[src/rtl/fta_bus_pkg.sv]
// Shared fta bus types: transaction id and cycle-type codes used by every fta master/responder.
package fta_bus_pkg;

  typedef logic [7:0] fta_tranid_t;

  localparam logic [2:0] CLASSIC = 3'b000;
  localparam logic [2:0] ERC     = 3'b001;

endpackage

[src/rtl/fta_copy_pkg.sv]
// Types and sizing constants for the fta block copy initiator.
package fta_copy_pkg;

  typedef enum logic [2:0] {
    ST_IDLE,
    ST_RD_ISSUE,
    ST_RD_WAIT,
    ST_WR_ISSUE,
    ST_WR_WAIT,
    ST_FINISH
  } copy_state_t;

  localparam int DEF_CHUNK    = 16;
  localparam int CHUNK_BITS   = $clog2(DEF_CHUNK);
  localparam int TIMEOUT_BITS = 10;

endpackage

[src/rtl/fta_copy_buf.sv]
// Chunk staging buffer: synchronous write by beat index, asynchronous read by beat index.
module fta_copy_buf #(
  parameter int DEPTH = 16,
  parameter int AW    = $clog2(DEPTH)
) (
  input  logic          clk_i,
  input  logic          we,
  input  logic [AW-1:0] waddr,
  input  logic [127:0]  wdata,
  input  logic [AW-1:0] raddr,
  output logic [127:0]  rdata
);

  logic [127:0] mem [DEPTH];

  always_ff @(posedge clk_i) begin
    if (we) mem[waddr] <= wdata;
  end

  assign rdata = mem[raddr];

endmodule

[src/rtl/fta_copy_initiator.sv]
// fta bus-master block copy engine: chunked read-all / write-all loop with ack timeout.
// Build option FTA_COPY_CSUM_EN adds a running XOR checksum of copied beats on csum_o.
//
// state     | meaning
// IDLE      | waiting for start_i
// RD_ISSUE  | one read request per cycle for the current chunk
// RD_WAIT   | collecting remaining read acks into the buffer
// WR_ISSUE  | one ERC write per cycle from the buffer
// WR_WAIT   | collecting write acks, then advance addresses
// FINISH    | pulse done_o, drop busy_o
module fta_copy_initiator
  import fta_bus_pkg::*;
  import fta_copy_pkg::*;
#(
  parameter int         CHUNK   = DEF_CHUNK,
  parameter logic [3:0] CID     = 4'd5,
  parameter int         TIMEOUT = 1023
) (
  input  logic                 clk_i,
  input  logic                 rst_i,
  input  logic                 start_i,
  input  logic [31:0]          src_i,
  input  logic [31:0]          dst_i,
  input  logic [15:0]          len_i,
  output logic                 busy_o,
  output logic                 done_o,
  output logic                 err_o,
  output logic [127:0]         csum_o,
  output logic                 cyc_o,
  output logic                 stb_o,
  output logic                 we_o,
  output logic [2:0]           cti_o,
  output logic [5:0]           blen_o,
  output logic [15:0]          sel_o,
  output logic [31:0]          adr_o,
  output logic [127:0]         dat_o,
  output fta_tranid_t          tid_o,
  output logic [3:0]           cid_o,
  input  logic                 ack_i,
  input  logic [3:0]           cid_i,
  input  fta_tranid_t          tid_i,
  input  logic [127:0]         dat_i
);

  localparam int CB = $clog2(CHUNK);
  localparam int CW = CB + 1;

  copy_state_t             state;
  logic [31:0]             src_q, dst_q;
  logic [15:0]             rem_q;
  logic [CB-1:0]           idx_q;
  logic [CW-1:0]           ack_cnt_q;
  logic [TIMEOUT_BITS-1:0] tmo_q;

  logic [CW-1:0] n_beats, ack_cnt_nx;
  logic          rd_phase, wr_phase, rd_ack, wr_ack, phase_done, last_issue, start_ok;
  logic          tmo_hit;
  logic [127:0]  buf_rd;
  logic          unused_ok;

  always_comb begin
    n_beats    = (rem_q >= 16'(CHUNK)) ? CW'(CHUNK) : CW'(rem_q);
    rd_phase   = (state == ST_RD_ISSUE) || (state == ST_RD_WAIT);
    wr_phase   = (state == ST_WR_ISSUE) || (state == ST_WR_WAIT);
    rd_ack     = ack_i && (cid_i == CID) && rd_phase;
    wr_ack     = ack_i && (cid_i == CID) && wr_phase;
    ack_cnt_nx = ack_cnt_q + CW'(rd_ack | wr_ack);
    phase_done = (ack_cnt_nx == n_beats);
    last_issue = (CW'(idx_q) == n_beats - CW'(1));
    start_ok   = start_i && !busy_o;
    tmo_hit    = (tmo_q == TIMEOUT_BITS'(TIMEOUT - 1));
  end

  fta_copy_buf #(.DEPTH(CHUNK), .AW(CB)) u_buf (
    .clk_i (clk_i),
    .we    (rd_ack),
    .waddr (tid_i[CB-1:0]),
    .wdata (dat_i),
    .raddr (idx_q),
    .rdata (buf_rd)
  );

  assign blen_o    = '0;
  assign cid_o     = CID;
  assign unused_ok = ^{src_i[3:0], dst_i[3:0], tid_i[$bits(fta_tranid_t)-1:CB]};

  always_ff @(posedge clk_i or posedge rst_i) begin
    if (rst_i) begin
      state     <= ST_IDLE;
      src_q     <= '0;
      dst_q     <= '0;
      rem_q     <= '0;
      idx_q     <= '0;
      ack_cnt_q <= '0;
      tmo_q     <= '0;
      busy_o    <= 1'b0;
      done_o    <= 1'b0;
      err_o     <= 1'b0;
      cyc_o     <= 1'b0;
      stb_o     <= 1'b0;
      we_o      <= 1'b0;
      cti_o     <= '0;
      sel_o     <= '0;
      adr_o     <= '0;
      dat_o     <= '0;
      tid_o     <= '0;
    end else begin
      done_o <= 1'b0;
      case (state)
        ST_IDLE: begin
          if (start_ok) begin
            err_o <= 1'b0;
            if (len_i == 16'd0) begin
              done_o <= 1'b1;
            end else begin
              src_q     <= {src_i[31:4], 4'h0};
              dst_q     <= {dst_i[31:4], 4'h0};
              rem_q     <= len_i;
              idx_q     <= '0;
              ack_cnt_q <= '0;
              tmo_q     <= '0;
              busy_o    <= 1'b1;
              state     <= ST_RD_ISSUE;
            end
          end
        end
        ST_RD_ISSUE, ST_WR_ISSUE: begin
          cyc_o     <= 1'b1;
          stb_o     <= 1'b1;
          sel_o     <= 16'hFFFF;
          tid_o     <= fta_tranid_t'(idx_q);
          tmo_q     <= '0;
          ack_cnt_q <= ack_cnt_nx;
          if (state == ST_RD_ISSUE) begin
            we_o  <= 1'b0;
            cti_o <= CLASSIC;
            adr_o <= src_q + (32'(idx_q) << 4);
            dat_o <= '0;
          end else begin
            we_o  <= 1'b1;
            cti_o <= ERC;
            adr_o <= dst_q + (32'(idx_q) << 4);
            dat_o <= buf_rd;
          end
          if (last_issue) begin
            idx_q <= '0;
            state <= (state == ST_RD_ISSUE) ? ST_RD_WAIT : ST_WR_WAIT;
          end else begin
            idx_q <= idx_q + 1'b1;
          end
        end
        ST_RD_WAIT, ST_WR_WAIT: begin
          stb_o     <= 1'b0;
          sel_o     <= '0;
          ack_cnt_q <= ack_cnt_nx;
          if (phase_done) begin
            // cyc_o low for one cycle marks the phase boundary
            cyc_o     <= 1'b0;
            ack_cnt_q <= '0;
            tmo_q     <= '0;
            if (state == ST_RD_WAIT) begin
              state <= ST_WR_ISSUE;
            end else begin
              src_q <= src_q + (32'(n_beats) << 4);
              dst_q <= dst_q + (32'(n_beats) << 4);
              rem_q <= rem_q - 16'(n_beats);
              state <= (rem_q == 16'(n_beats)) ? ST_FINISH : ST_RD_ISSUE;
            end
          end else if (rd_ack || wr_ack) begin
            tmo_q <= '0;
          end else if (tmo_hit) begin
            err_o <= 1'b1;
            cyc_o <= 1'b0;
            state <= ST_FINISH;
          end else begin
            tmo_q <= tmo_q + 1'b1;
          end
        end
        ST_FINISH: begin
          done_o <= 1'b1;
          busy_o <= 1'b0;
          cyc_o  <= 1'b0;
          stb_o  <= 1'b0;
          sel_o  <= '0;
          state  <= ST_IDLE;
        end
        default: state <= ST_IDLE;
      endcase
    end
  end

`ifdef FTA_COPY_CSUM_EN
  logic [127:0] csum_q;

  always_ff @(posedge clk_i or posedge rst_i) begin
    if (rst_i)                              csum_q <= '0;
    else if (state == ST_IDLE && start_ok)  csum_q <= '0;
    else if (rd_ack)                        csum_q <= csum_q ^ dat_i;
  end

  assign csum_o = csum_q;
`else
  assign csum_o = '0;
`endif

endmodule

[config.mk]
export PLATFORM = sky130hd
export DESIGN_NAME = fta_copy_initiator
export DESIGN_NICKNAME = d
export VERILOG_FILES = /design/src/rtl/fta_bus_pkg.sv /design/src/rtl/fta_copy_pkg.sv /design/src/rtl/fta_copy_buf.sv /design/src/rtl/fta_copy_initiator.sv
export SDC_FILE = /design/constraint.sdc
export NUM_CORES = 2
export LEC_CHECK = 0
export ABC_CLOCK_PERIOD_IN_PS = 14650
export BUFFER_PORTS_ARGS = -buffer_cell sky130_fd_sc_hd__buf_2
export CAP_MARGIN = 5
export CORE_MARGIN = 5
export CORE_UTILIZATION = 42
export CTS_CLUSTER_DIAMETER = 100
export DETAILED_ROUTE_END_ITERATION = 10
export SYNTH_ARGS = -nofsm -noshare
export SYNTH_HDL_FRONTEND = slang
export SYNTH_HIERARCHICAL = 1
export SYNTH_SLANG_ARGS = --single-unit
[constraint.sdc]
create_clock -name clk_i -period 14.65 [get_ports clk_i]
set_input_delay 1.465 -clock clk_i [delete_from_list [all_inputs] [get_ports clk_i]]
set_output_delay 1.465 -clock clk_i [all_outputs]
set_load 0.02 [all_outputs]
Yosys cells after proc, flatten, opt, wreduce, memory -nomap -nowiden
Memories as Yosys holds them, arrays and structs flattened.
Cells that the tools add are included.
Cells by class
  add/subtract/negate cells: 9
  multipliers: 0
  divide/modulo/power cells: 0
  $lt $le $gt $ge: 1
  equal/unequal tests: 21
  shifts and indexed selects: 0
  mux-type cells: 63
  bitwise operators: 1
  reduce and logical (&&, ||, !) cells: 27
Operators with widths (count)
  $mux W32: 9
  $mux W128: 1
  $pmux W32 S2: 2
  $add A32 B8 Y32: 2
  $add A32 B9 Y32: 2
  $mux W16: 4
  $pmux W16 S2: 2
  $mux W10: 5
  $pmux W10 S3: 1
  $mux W3: 9
  $mux W5: 4
  $eq A16 B5 Y1: 1
  $ge A16 B5 Y1 const B: 1
  $logic_not A16 Y1: 1
  $ne A2 B2 Y1 const B: 8
  $sub A16 B5 Y16: 1
  $mux W1: 15
  $pmux W5 S3: 1
  $reduce_and A5 Y1: 3
  $mux W4: 3
  $reduce_and A3 Y1: 4
  $add A10 B1 Y10 const B: 1
  $eq A10 B10 Y1 const B: 1
  $pmux W3 S3: 1
  other kinds (24): 40
Storage, ports and cells
  register bits: 291
  latch bits: 0
  memory bits (writable): 2048
  memory bits (read-only): 0
  bits of input ports: 224
  output and inout bits: 331
  word-level logic and storage cells: 141
  memories kept: 1
Memory list
  u_buf.mem: words 16, width 128, read ports 1, clocked after memory_dff 0, write ports 1, line fta_copy_buf.sv:14  | logic [127:0] mem [DEPTH];

Logic depth before layout (Yosys ltp)
  depth after elaboration: 8
  mapped depth: 16

Modules after synthesis
The synthesis kept the hierarchy.
By module, submodules not included
  fta_copy_buf: instances 1, cells an instance 3224, area each 76991.3 µm², sequential area each 61499.0 µm²
  fta_copy_initiator: instances 1, cells an instance 1809, area each 15288.4 µm², sequential area each 6531.3 µm²

Worst setup path before layout
No wires, ideal clock.
  path type: input -> register
  from: input cid_i[3]
  to: memory u_buf.mem[0][0], enable pin
  data arrival time: 11.216 ns
  data required time: 13.876 ns
  setup slack: 2.660 ns
  stages: 4
  cell sequence: nand4b_1 nor4_1 or3b_2 nor3_1
On the way
  word-level cells in the longest chain between the ends: 5
Ends and longest elaborated chain
  start: declaration: line fta_copy_initiator.sv:40  | input logic [3:0] cid_i,
  $eq A4 B3 Y1: line fta_copy_initiator.sv:65  | rd_ack = ack_i && (cid_i == CID) && rd_phase;
  $logic_and A1 B1 Y1 (2 in a row): line fta_copy_initiator.sv:65
  via rd_ack: line fta_copy_initiator.sv:56  | logic rd_phase, wr_phase, rd_ack, wr_ack, phase_done, last_issue, start_ok;
  $mux W1: line fta_copy_buf.sv:17  | if (we) mem[waddr] <= wdata;
  $mux W1 (implied by the code): line fta_copy_buf.sv:17
  end: declaration: line fta_copy_buf.sv:14
The timed path passes the listed nets, and every way through them passes these cells.

Final worst setup path
  from: register idx_q[0]
  to: register dat_o[96]
On the way
  word-level cells in the longest chain between the ends: 2
Ends and longest elaborated chain
  start: declaration: line fta_copy_initiator.sv:51  | logic [CB-1:0] idx_q;
  start signal: assignment: line fta_copy_initiator.sv:149  | idx_q <= idx_q + 1'b1;
  $mem_v2 Z16 W128
  via buf_rd[96]: line fta_copy_initiator.sv:58  | logic [127:0] buf_rd;
  $mux W128: line fta_copy_initiator.sv:134  | if (state == ST_RD_ISSUE) begin
  end signal: assignment: line fta_copy_initiator.sv:143  | dat_o <= buf_rd;
  end: declaration: line fta_copy_initiator.sv:36  | output logic [127:0] dat_o,
The timed path passes the listed nets, and every way through them passes these cells.
A chain may end at the register's enable or synchronous reset.

==> results_dict.tcl <==
set metrics [dict create \
    synth_top_area_share 0.666 \
    dieArea_um2 229000 \
    fin_area_um2 105000 \
    start_kind "flop" \
    reg2reg_slack_ns 9.29 \
    crit_buf_inv 4 \
    clk_pin_slew_ns 0.06 \
    cts_sinks 2309 \
    crit_chain "buf_4, buf_4, buf_4, buf_4, mux4_2, a22oi_1, nand2_1, nand3_1, nand2_1" \
    synth_area_leaders "edfxtp_1 67%, mux4_2 12%, dfrtp_1 7.1%" \
    post-route-period-util 0.366 \
    synthToLayoutAreaGrowth_pct 13.3 \
    antenna_found_initial 74 \
    start_util 0.421 \
    wl_per_cell_um 27.9 \
    insertion_delay_ns 0.86 \
    rows 172 \
    crit_family "buffers and inverters" \
    use_met1 0.285 \
    synth_edf_count 2048 \
    ys_async_sr_fraction 0.113 \
    hold_ws_ns 0.457 \
    cts_made_buffers 232 \
    cts-root-buf "clkbuf_16" \
    postCtsSetupBuffers 0 \
    hold_class "flop to flop" \
    cts_tree "done" \
    grt_pass1_wl_um 345000 \
    track_usage 0.204 \
    p_total_mw 19.2 \
    hold_path_end "dat_o[5]" \
    finalSetupViolCount 0 \
    instances_no_fill 8548 \
    drive_gt1_frac 0.259 \
    crit_path_max_incr_delay_ns 0.84 \
    worstMarginPinSlew_ns 1.39 \
    busiest_layer "met2" \
    ys_seq_area_frac 0.737 \
    ys_seq_elements 2309 \
    ir_drop_mv 0.197 \
    synth_top_area_cell "edfxtp_1" \
    dpl-instance-area_um2 96700 \
    drt-total-wl_um 239000 \
    cpMaxStageDelayCell "buf_4" \
    cp.arrival_ns 6.10 \
    hold_depth 2 \
    p_leak_nw 35.4 \
    final_util 0.477 \
    end_kind "flop" \
    layout_setup_ws_ns 9.29 \
    grt_pass1_vias 49000 \
    worstPathRequired_ns 15.39 \
    worstReg2RegEnd "dat_o[96]" \
    slew_viol_final 0 \
    dp_hpwl_um 129000 \
    slew_headroom 0.0703 \
    hp-start "dat_o[5]" \
    rsz0062_at_grt "false" \
    dr.pass1.iters 6 \
    core-area_um2 219000 \
    gp_congestion 0.895 \
    grt_remaining_overflow 0 \
    netlist_instances 5033 \
    critical_path_peak_fanout 45 \
    clockBufferDepth 3 \
    cap_violations 0 \
    die_w_um 479 \
    status "completed" \
    r2r-start "idx_q[0]" \
    io_buffers 398 \
    synth_most_common_cell "edfxtp_1" \
    syn_area_um2 92300 \
    htreeDepth 4 \
    io-pin-count 555 \
    synth.distinct_cells 86 \
    synthFlopType "edfxtp_1" \
    dpl.cell_count 8083 \
    tns_ns 0 \
    use_met3 0.0479 \
    cp_common_cell "buf_4" \
    hold_viol 0 \
    path_class "flop to flop" \
    clock.fmax_ghz 0.187 \
    fin_nets 5694 \
    ant_nets 0 \
    skew_ns 0.0421 \
    drt_iter0_drc 4949 \
    grt_start_max_net_pins 149 \
    grt_use_met2 0.327 \
    cts_resized 0 \
    vias 49100 \
    yosys-top-cells-count "2048 x edfxtp_1, 489 x nand2_1, 481 x mux4_2" \
    cts_hold_buf 0 \
    die_height_um 479 \
    synth_area_per_cell_um2 18.3 \
    via_per_inst 5.75 \
    remaining_drc_errors 0 \
    power_density_nw_per_um2 183 \
    timing.final.crit_period_ns 5.36 \
    pre_cts_ws_ns 8.85 \
    reg2reg_depth 9 \
    yosysWarnings 6 \
]
layer usage:
metal	share of wire	wire length (um)	vias to the layer above
met2	0.48	115000	1882
met4	0.023	5610	22
met5	0.00060	144	-
met1	0.41	98900	26000
li1	-	-	20800
met3	0.082	19600	368
cell type report:
type | instances | area [um^2]
Tap cell | 2871 | 3590
Multi-Input combinational cell | 2382 | 22100
Clock buffer | 307 | 6490
Antenna cell | 27 | 67.6
Clock inverter | 131 | 1280
Sequential cell | 2309 | 68000
Timing Repair Buffer | 498 | 2840
Inverter | 23 | 96.3
Fill cell | 18200 | 115000
sequential cells by signal (all words and copies together) (netlist names):
signal     count
dst_q         28
sel_o          1
dat_o        128
busy_o         1
done_o         1
cyc_o          1
err_o          1
state          3
idx_q          4
tmo_q         10
u_buf/mem   2048
cti_o          1
rem_q         16
tid_o          4
ack_cnt_q      5
src_q         28
adr_o         29
where the power goes:
part	internal, mW	switching, mW
Combinational	2.12	3.29
Sequential	7.45	0.350
Clock	3.45	2.52
cells by family after synthesis:
kind of cell / synth area share
mux: 0.131
fa+ha+maj: 0.00350
compound gates: 0.0466
flops: 0.737
other cells: 0.0000814
xor+xnor: 0.00399
simple gates: 0.0474
buf+inv: 0.0305
worst max path at each step:
stage	from	endpoint	slack, ns	cells after the start
finish	idx_q[0]	dat_o[96]	9.29	9
detailed placement	cid_i[3]	u_buf/mem[8][74]	8.85	8
global placement	cid_i[3]	u_buf/mem[8][74]	8.94	8
global route	idx_q[0]	dat_o[112]	8.66	9
floorplan	cid_i[3]	u_buf/mem[0][0]	2.66	4
CTS	idx_q[0]	dat_o[96]	9.00	9
tightest hold or removal path: cells and delay by family (launching register included):
family / cells / cell delay [ns]
DFF: 1 / 0.33
and+or+nand+nor: 2 / 0.09
cells in the final DEF, fill, tap and decap left out, types with 22 or more instances in the layout:
| cell type | n |
|---|---|
| a21oi_1 | 69 |
| buf_4 | 92 |
| conb_1 | 145 |
| dfrtp_1 | 256 |
| nand2_1 | 487 |
| nor3_1 | 28 |
| clkinv_1 | 34 |
| xnor2_1 | 22 |
| mux2i_1 | 48 |
| diode_2 | 27 |
| nand4_1 | 33 |
| nor2_1 | 77 |
| mux4_2 | 481 |
| o21ai_0 | 107 |
| nor2b_1 | 33 |
| clkbuf_16 | 241 |
| nand3_1 | 174 |
| mux2_2 | 67 |
| buf_2 | 398 |
| clkbuf_1 | 45 |
| clkinv_2 | 54 |
| a22oi_1 | 224 |
| edfxtp_1 | 2048 |
No activity file was read; power rests on OpenSTA's default activity.
